<file path="config.mk">
export PLATFORM = sky130hd
export DESIGN_NAME = xilinx_lutram_sdp
export DESIGN_NICKNAME = d
export VERILOG_FILES = /design/src/rtl/xilinx_lutram_sdp.sv
export SDC_FILE = /design/constraint.sdc
export NUM_CORES = 1
export LEC_CHECK = 0
export BUFFER_PORTS_ARGS = -buffer_cell sky130_fd_sc_hd__buf_4
export CORE_ASPECT_RATIO = 1.2
export CORE_UTILIZATION = 55
export DETAILED_ROUTE_END_ITERATION = 6
export PLACE_DENSITY = 0.81
export SLEW_MARGIN = 25
export SYNTH_ARGS = -nofsm -noshare
export SYNTH_HDL_FRONTEND = slang
export SYNTH_SLANG_ARGS = --single-unit
</file>
<file path="constraint.sdc">
create_clock -name wclk -period 3.09 [get_ports wclk]
set_input_delay 0.618 -clock wclk [delete_from_list [all_inputs] [get_ports wclk]]
set_output_delay 0.618 -clock wclk [all_outputs]
set_load 0.005 [all_outputs]
</file>
<file path="src/rtl/xilinx_lutram_sdp.sv">
// -----------------------------------------------------------------------------
// xilinx_lutram_sdp
//   Simple-dual-port distributed (LUT) RAM, WIDTH x DEPTH, with one write port
//   and one read port. LUTRAM has no native reset, so an optional clear
//   sequencer writes CLEAR_VALUE to every word after reset. Until it has
//   finished, user writes are dropped.
//
//   Parameters
//     WIDTH          data bits per word (>= 1)
//     DEPTH          words, one of 32/64/128/256
//     READ_LATENCY   0 = asynchronous read, 1 = registered read gated by re
//     WRITE_FIRST    registered mode only: same-address read returns new data
//     CLEAR_ON_RESET run the clear sequence after reset
//     CLEAR_VALUE    word written by the clear sequence
//
//   Ports
//     wclk    in   1      clock, all writes and registers on rising edge
//     arst_n  in   1      asynchronous active-low reset
//     we      in   1      write enable, ignored while busy
//     wa      in   AW     write address
//     d       in   WIDTH  write data
//     re      in   1      read enable (registered mode only)
//     ra      in   AW     read address
//     q       out  WIDTH  read data
//     busy    out  1      clear sequence in progress
// -----------------------------------------------------------------------------
module xilinx_lutram_sdp #(
    parameter int                 WIDTH          = 8,
    parameter int                 DEPTH          = 64,
    parameter int                 READ_LATENCY   = 1,
    parameter bit                 WRITE_FIRST    = 1'b1,
    parameter bit                 CLEAR_ON_RESET = 1'b1,
    parameter logic [WIDTH-1:0]   CLEAR_VALUE    = {WIDTH{1'b0}},
    localparam int                AW             = $clog2(DEPTH)
) (
    input  logic             wclk,
    input  logic             arst_n,
    input  logic             we,
    input  logic [AW-1:0]    wa,
    input  logic [WIDTH-1:0] d,
    input  logic             re,
    input  logic [AW-1:0]    ra,
    output logic [WIDTH-1:0] q,
    output logic             busy
);

    if (!(DEPTH == 32 || DEPTH == 64 || DEPTH == 128 || DEPTH == 256)) begin : g_bad_depth
        $error("xilinx_lutram_sdp: DEPTH must be 32, 64, 128 or 256");
    end
    if (!(READ_LATENCY == 0 || READ_LATENCY == 1)) begin : g_bad_latency
        $error("xilinx_lutram_sdp: READ_LATENCY must be 0 or 1");
    end
    if (WIDTH < 1) begin : g_bad_width
        $error("xilinx_lutram_sdp: WIDTH must be at least 1");
    end

    typedef enum logic [0:0] {
        ST_IDLE  = 1'b0,
        ST_CLEAR = 1'b1
    } state_t;

    // One extra bit so the last address is detected without wrap ambiguity.
    localparam logic [AW:0] LAST_ADDR = (AW+1)'(DEPTH - 1);

    state_t           state_r;
    state_t           state_s;
    logic [AW:0]      clr_addr_r;
    logic             busy_s;
    logic [WIDTH-1:0] mem_r [DEPTH];

    // Clear FSM state register and clear address counter.
    always_ff @(posedge wclk or negedge arst_n) begin
        if (!arst_n) begin
            state_r    <= CLEAR_ON_RESET ? ST_CLEAR : ST_IDLE;
            clr_addr_r <= {(AW+1){1'b0}};
        end else begin
            state_r <= state_s;
            if (state_r == ST_CLEAR) begin
                clr_addr_r <= clr_addr_r + {{AW{1'b0}}, 1'b1};
            end else begin
                clr_addr_r <= clr_addr_r;
            end
        end
    end

    // Clear FSM next-state logic; IDLE is held until the next reset.
    always_comb begin
        state_s = state_r;
        case (state_r)
            ST_CLEAR: begin
                if (clr_addr_r == LAST_ADDR) begin
                    state_s = ST_IDLE;
                end else begin
                    state_s = ST_CLEAR;
                end
            end
            ST_IDLE: state_s = ST_IDLE;
            default: state_s = ST_IDLE;
        endcase
    end

    // Clear FSM output decode.
    always_comb begin
        busy_s = 1'b0;
        case (state_r)
            ST_CLEAR: busy_s = 1'b1;
            ST_IDLE:  busy_s = 1'b0;
            default:  busy_s = 1'b0;
        endcase
    end

    assign busy = busy_s;

    // Storage array: deliberately without reset so it maps onto LUTRAM; the
    // clear sequencer owns the write port while busy.
    always_ff @(posedge wclk) begin
        if (busy_s) begin
            mem_r[clr_addr_r[AW-1:0]] <= CLEAR_VALUE;
        end else if (we) begin
            mem_r[wa] <= d;
        end
    end

    if (READ_LATENCY == 0) begin : g_async_read
        // re has no meaning for an asynchronous read port.
        logic unused_re_s;
        assign unused_re_s = re;
        assign q = mem_r[ra];
    end else begin : g_sync_read
        logic [WIDTH-1:0] q_r;

        // Read register in slice flops; while busy it returns CLEAR_VALUE so a
        // partially cleared array never leaks stale contents.
        always_ff @(posedge wclk or negedge arst_n) begin
            if (!arst_n) begin
                q_r <= {WIDTH{1'b0}};
            end else if (re) begin
                if (busy_s) begin
                    q_r <= CLEAR_VALUE;
                end else if (WRITE_FIRST && we && (wa == ra)) begin
                    q_r <= d;
                end else begin
                    q_r <= mem_r[ra];
                end
            end else begin
                q_r <= q_r;
            end
        end

        assign q = q_r;
    end

endmodule
</file>
==> flow_metrics.py, run 1 <==
metrics = {
    "finish": {
        "final_common_cell": "edfxtp_1",
        "nNetsFinal": 1324,
        "layout-drive-gt1-share": 0.237,
        "regArea_mm2": 0.0158,
        "fill_cells": 2462,
        "multiInputGateArea_mm2": 0.00501,
        "final_area_mm2": 0.0242,
        "syn_to_final_growth_pct": 14.4,
        "final_core_util": 0.638,
        "layout_common_cells": "edfxtp_1 (512), buf_4 (146), mux2i_1 (112)",
        "diodes": 0,
    },
    "logic_synthesis": {
        "synthXorXnorAreaFrac": 0.00498,
        "synth_compound_area_frac": 0.0457,
        "synth_edf_count": 512,
        "avgSynthCellArea_um2": 18.2,
        "synth_cell_type_count": 51,
        "synth_seq_cells": 528,
        "syn_inst": 1158,
        "muxShareOfSynthArea": 0.136,
        "netlist_area_mm2": 0.0211,
        "ys_seq_area_frac": 0.747,
        "synth_top_family_by_area": "multiplexers",
        "syn_nets": 1183,
        "yosys.area_share.simple": 0.0489,
        "synth_fa_ha_area_frac": 0.000592,
        "async_flop_share": 0.0303,
        "synth-main-ff-cell": "edfxtp_1",
        "yosys_warnings": 0,
    },
    "cts": {
        "cts-resized-gates": 0,
        "cts_inserted_buffers": 47,
        "h-tree-depth": 2,
        "clk_latency_ns": 0.57,
        "post_cts_buffers": 0,
        "clk_pin_slew_ns": 0.07,
        "cts_root_buf": "clkbuf_16",
        "cts.sinks": 528,
        "cts_tree": "done",
        "clock_path_buffers": 3,
    },
    "global_route": {
        "grt_max_degree": 65,
        "grtUsageMet3": 0.0444,
        "grt.busiest_layer": "met2",
        "antenna_found_initial": 0,
        "grt_pass1_wl_mm": 75.1,
        "track_usage": 0.262,
        "grt_util_met2": 0.431,
        "grt_use_met1": 0.347,
        "grt_pass1_vias": 11800,
        "gr-total-overflow": 0,
    },
    "sta": {
        "fin_crit_ns": 2.71,
        "clock_skew_ns": 0.0194,
        "setup_tns_ns": 0,
        "period_share": 0.877,
        "grt_setup_unrepaired": "false",
        "worst_slew_pin_slew_ns": 0.854,
        "setup_viol_count_final": 0,
        "relSlewSlack": 0.430,
        "finalHoldViolCount": 0,
        "maxSlewViolCount": 0,
        "fmax_ghz": 0.369,
    },
    "place": {
        "gp_congestion": 0.926,
        "dpl.hpwl_mm": 31.7,
        "portBuffers": 32,
        "placed_cell_area_mm2": 0.0226,
    },
    "pwr": {
        "cellPowerDensity_mw_per_mm2": 598,
        "p_leak_nw": 8.87,
        "vdd_drop_max_v": 0.000373,
    },
    "detailed_routing": {
        "wl_mm": 50.6,
        "viasPerCell": 6.55,
        "drtPass1Iterations": 5,
        "ant_nets": 0,
        "wl_per_cell_um": 27.9,
        "drtIter0Drc": 1661,
        "via_count": 11900,
        "drc": 0,
    },
    "floorplan": {
        "dieWidth_um": 181,
        "start_util": 0.558,
        "die_h_um": 217,
        "core_area_mm2": 0.0379,
        "dieArea_mm2": 0.0392,
        "io_pins": 33,
        "rows": 78,
    },
    "setup_path": {
        "critical_path_arrival_ns": 2.98,
        "cp_slowest_cell": "nand2b_1",
        "cp-start-kind": "flip-flop",
        "cp_max_fo": 20,
        "end_kind": "flip-flop",
        "worst-endpoint-required_ns": 3.36,
        "cp_slowest_stage_delay_ns": 0.57,
        "crit_chain": "nand2b_1 > and3_1 > a31o_2 > nand2_1 > nor2_1 > buf_4",
        "critPathKind": "flip-flop to flip-flop",
    },
    "status": {
        "outcome": "finished clean",
    },
    "worst_hold_path": {
        "worstHoldPathType": "primary input to flip-flop",
    },
    "flow_run": {
        "maxCapViolations": 0,
    },
}
Yosys cell counts, types with 10 or more instances:
| library cell | count | area [µm²] |
|---|---|---|
| a21oi_1 | 14 | 70.1 |
| nor3_1 | 10 | 50.1 |
| nor2_1 | 74 | 278 |
| nand3_1 | 19 | 95.1 |
| a211oi_1 | 13 | 97.6 |
| nand2b_1 | 11 | 68.8 |
| edfxtp_1 | 512 | 15400 |
| o21ai_0 | 12 | 60.1 |
| clkbuf_1 | 25 | 93.8 |
| dfrtp_1 | 15 | 375 |
| buf_2 | 22 | 110 |
| nand4_1 | 14 | 87.6 |
| mux2i_1 | 112 | 1120 |
| and3_1 | 11 | 68.8 |
| mux4_2 | 75 | 1690 |
| nand2_1 | 61 | 229 |
| a22oi_1 | 64 | 480 |
| xnor2_1 | 11 | 96.3 |
per-stage QoR:
step / worst slack, ns / hold WS (ns) / cells / total power [mW]
CTS: 0.509 / 0.296 / 1813 / 14.5
floorplan: 0.612 / 0.322 / 1158 / 8.50
global placement: 0.0843 / 0.462 / 1729 / 8.80
detailed placement: -0.00798 / 0.492 / 1729 / 8.83
global route: 0.351 / 0.318 / 1813 / 14.8
finish: 0.381 / 0.302 / 1813 / 14.5
final timing paths:
kind                          startpoint       endpoint  slack (ns)  cells past startpoint
setup / recovery                 state_r   mem_r[47][6]        0.38                      6
hold / removal                      d[4]           q[4]        0.30                      3
setup reg to reg                 state_r   mem_r[47][6]        0.38                      6
hold reg to reg            clr_addr_r[6]  clr_addr_r[6]        0.50                      1
max in group asynchronous         arst_n        state_r        2.36                      2
min in group asynchronous         arst_n           q[4]        0.47                      2
sequential cells by signal, indices dropped and copies added (netlist names):
register,flops
clr_addr_r,7
mem_r,512
q,8
state_r,1
where the power goes:
part           switching [mW]  leakage (nW)  internal, mW
Combinational           0.513          2.63         0.295
Sequential             0.0181          5.51          7.87
Clock                    2.49         0.735          3.28
Total                    3.02          8.87          11.4
final cells by class:
type | count | share of cell area
Clock inverter | 28 | 0.00968
Tap cell | 480 | 0.0248
Multi-Input combinational cell | 562 | 0.207
Timing Repair Buffer | 155 | 0.0517
Inverter | 5 | 0.000776
Sequential cell | 528 | 0.653
Clock buffer | 55 | 0.0529
worst max-delay path, delay by kind of cell (launching register included):
| kind | cells | cell delay, ns |
|---|---|---|
| buffers and inverters | 1 | 0.21 |
| AO/OA/AOI/OAI | 1 | 0.12 |
| flip-flops | 1 | 0.53 |
| AND/OR/NAND/NOR | 4 | 1.54 |
per-layer routing:
layer  vias up  part of all wire
li1       4941                 -
met1      5960              0.36
met2       824              0.49
met3       150              0.10
met4         2             0.043
met5         -           0.00097
repair_timing:
action / CTS / global route
hold endpoints to repair: 15 / 0
hold buffers: 1 / 0
endpoints found under the setup margin: 0 / 0
kinds of logic (layout without fill, tap and decap cells):
family	after synthesis	in the layout
simple gates	223	223
fa+ha+maj	1	1
mux	192	192
compound gates	134	134
xor+xnor	12	12
flops	528	528
buf+inv	68	243
No activity file was read; power rests on OpenSTA's default activity.
==> inputs of run 2 (changes only) <==
Settings changed: REMOVE_ABC_BUFFERS set to 1.
==> run 2 against run 1 <==
The flow now finishes with violations (DRC). Register-to-register slack improved by 0.12 ns. Hold slack improved by 0.020 ns. Utilization decreased by 0.12 points. Critical path depth unchanged. Via count decreased by 1.2%. Sequential power about the same. Power increased by 1.2%. Combinational power decreased by 2%. Clock skew increased by 0.0060 ns. Clock-buffer cell count increased by 6. Die area unchanged.
==> flow_metrics.py, run 2 (synthesized netlist as in run 1, its figures left out) <==
metrics = {
    "setup_path": {
        "crit_cells": 6,
        "worst-endpoint-required_ns": 3.35,
        "cp-start-kind": "flip-flop",
        "crit_buf_inv": 1,
        "crit_chain": "nor2_1 > or3_1 > o21ai_0 > nand2_1 > nor2_1 > buf_4",
        "r2r_cells": 6,
        "critPathTopFamily": "simple AND/OR/NAND/NOR gates",
        "critPathKind": "flip-flop to flip-flop",
        "r2r-end": "mem_r[10][1]",
        "worst_r2r_startpoint": "state_r",
        "critical_path_arrival_ns": 2.85,
        "end_kind": "flip-flop",
        "cp_max_fo": 13,
        "cp_slowest_cell": "dfstp_2",
        "cp_slowest_stage_delay_ns": 0.69,
        "endpoint": "mem_r[10][1]",
        "r2r_slack_ns": 0.50,
        "worstSetupStartpoint": "state_r",
        "cpMostUsedCell": "nor2_1",
    },
    "sta": {
        "finalHoldViolCount": 0,
        "period_share": 0.837,
        "setup_tns_ns": 0,
        "clock_skew_ns": 0.0254,
        "hold_slack_ns": 0.323,
        "fmax_ghz": 0.387,
        "setup_viol_count_final": 0,
        "fin_crit_ns": 2.59,
        "maxSlewViolCount": 0,
        "worst_slew_pin_slew_ns": 1.07,
        "relSlewSlack": 0.285,
        "grt_setup_unrepaired": "false",
    },
    "detailed_routing": {
        "via_count": 11700,
        "drtIter0Drc": 1404,
        "viasPerCell": 6.52,
        "drtPass1Iterations": 7,
        "ant_nets": 0,
        "drc": 2,
        "wl_mm": 50.3,
        "wl_per_cell_um": 28.0,
    },
    "pwr": {
        "switching_share": 0.208,
        "vdd_drop_max_v": 0.000516,
        "switching_power_mw": 3.04,
        "combPwrFrac": 0.054,
        "internal-power_mw": 11.6,
        "cellPowerDensity_mw_per_mm2": 607,
        "clkPwrFrac": 0.407,
        "seq_power_share": 0.539,
        "p_leak_nw": 8.82,
    },
    "floorplan": {
        "dieArea_mm2": 0.0392,
        "dieWidth_um": 181,
        "core_area_mm2": 0.0379,
        "io_pins": 33,
        "die_h_um": 217,
        "rows": 78,
        "start_util": 0.558,
    },
    "finish": {
        "layout-drive-gt1-share": 0.230,
        "layout_common_cells": "edfxtp_1 (512), buf_4 (129), mux2i_1 (112)",
        "final_common_cell": "edfxtp_1",
        "diodes": 0,
        "fill_cells": 2491,
        "nNetsFinal": 1308,
        "largest_reg_flops": 512,
        "syn_to_final_growth_pct": 14.2,
        "final_core_util": 0.637,
        "regMostFlops": "mem_r",
    },
    "global_route": {
        "antenna_found_initial": 1,
        "grt_max_degree": 65,
        "grt_pass1_wl_mm": 75.1,
        "gr-total-overflow": 0,
        "grt_pass1_vias": 12100,
        "track_usage": 0.263,
    },
    "cts": {
        "clk_pin_slew_ns": 0.07,
        "cts_inserted_buffers": 47,
        "clk_latency_ns": 0.57,
        "h-tree-depth": 2,
        "cts_root_buf": "clkbuf_16",
        "cts.sinks": 528,
        "clock_path_buffers": 3,
        "cts_tree": "done",
    },
    "flow_run": {
        "maxCapViolations": 0,
    },
    "place": {
        "gp_congestion": 0.962,
        "portBuffers": 32,
        "dpl.hpwl_mm": 32.1,
    },
    "status": {
        "outcome": "finished with violations",
        "violations": "DRC",
    },
    "worst_hold_path": {
        "worstHoldPathType": "primary input to flip-flop",
    },
}
[run 2: worst min-delay path, delay by kind of cell]
| kind | cells | cell delay (ns) |
|---|---|---|
| compound gates | 1 | 0.07 |
| buf+inv | 1 | 0.11 |
| simple gates | 1 | 0.06 |
[run 2: worst min-delay path by stage]
stage | startpoint | to | slack (ns) | cells after the start
CTS | d[6] | q[6] | 0.31 | 3
floorplan | arst_n | clr_addr_r[0] | 0.32 | 0
global placement | clr_addr_r[6] | clr_addr_r[6] | 0.46 | 1
finish | d[6] | q[6] | 0.32 | 3
detailed placement | clr_addr_r[6] | clr_addr_r[6] | 0.49 | 1
global route | d[3] | q[3] | 0.32 | 3
[run 2: timing repair]
item                      4_1_cts  5_1_grt
resized for setup               0        0
buffers inserted                0        0
hold endpoints to repair       15        0
hold buffers                    1        0
[run 2: power by group through the flow]
stage | logic (mW) | clock network [mW] | registers, mW
2_1_floorplan | 0.355 | 0 | 8.04
3_3_place_gp | 0.756 | 0 | 8.05
5_1_grt | 0.833 | 6.23 | 7.89
3_5_place_dp | 0.780 | 0 | 8.05
6_report | 0.791 | 5.95 | 7.89
4_1_cts | 0.785 | 5.99 | 7.89
[run 2: per-stage QoR]
stage	power (mW)	std cells	setup WS [ns]	cell area, µm²
finish	14.6	1800	0.504	24100
global route	15.0	1800	0.359	24100
CTS	14.7	1800	0.563	24100
detailed placement	8.83	1713	0.282	22500
global placement	8.81	1713	0.332	22500
floorplan	8.39	1095	0.761	20800
[run 2: routing by layer]
layer | up-vias | wire length (µm) | global-route usage
li1 | 4918 | - | -
met1 | 6028 | 18200 | 0.328
met2 | 623 | 25400 | 0.447
met3 | 167 | 4500 | 0.0529
met4 | 2 | 2160 | 0.117
met5 | - | 10 | 0
[run 2: area by class of cell]
class,instances,area [µm²],area share
multi-input combinational,562,5020,0.208
sequential,528,15800,0.654
clock buffer,61,1280,0.0531
timing repair buffer,139,1140,0.0473
inverter,5,18.8,0.000778
tap,480,601,0.0249
clock inverter,25,287,0.0119
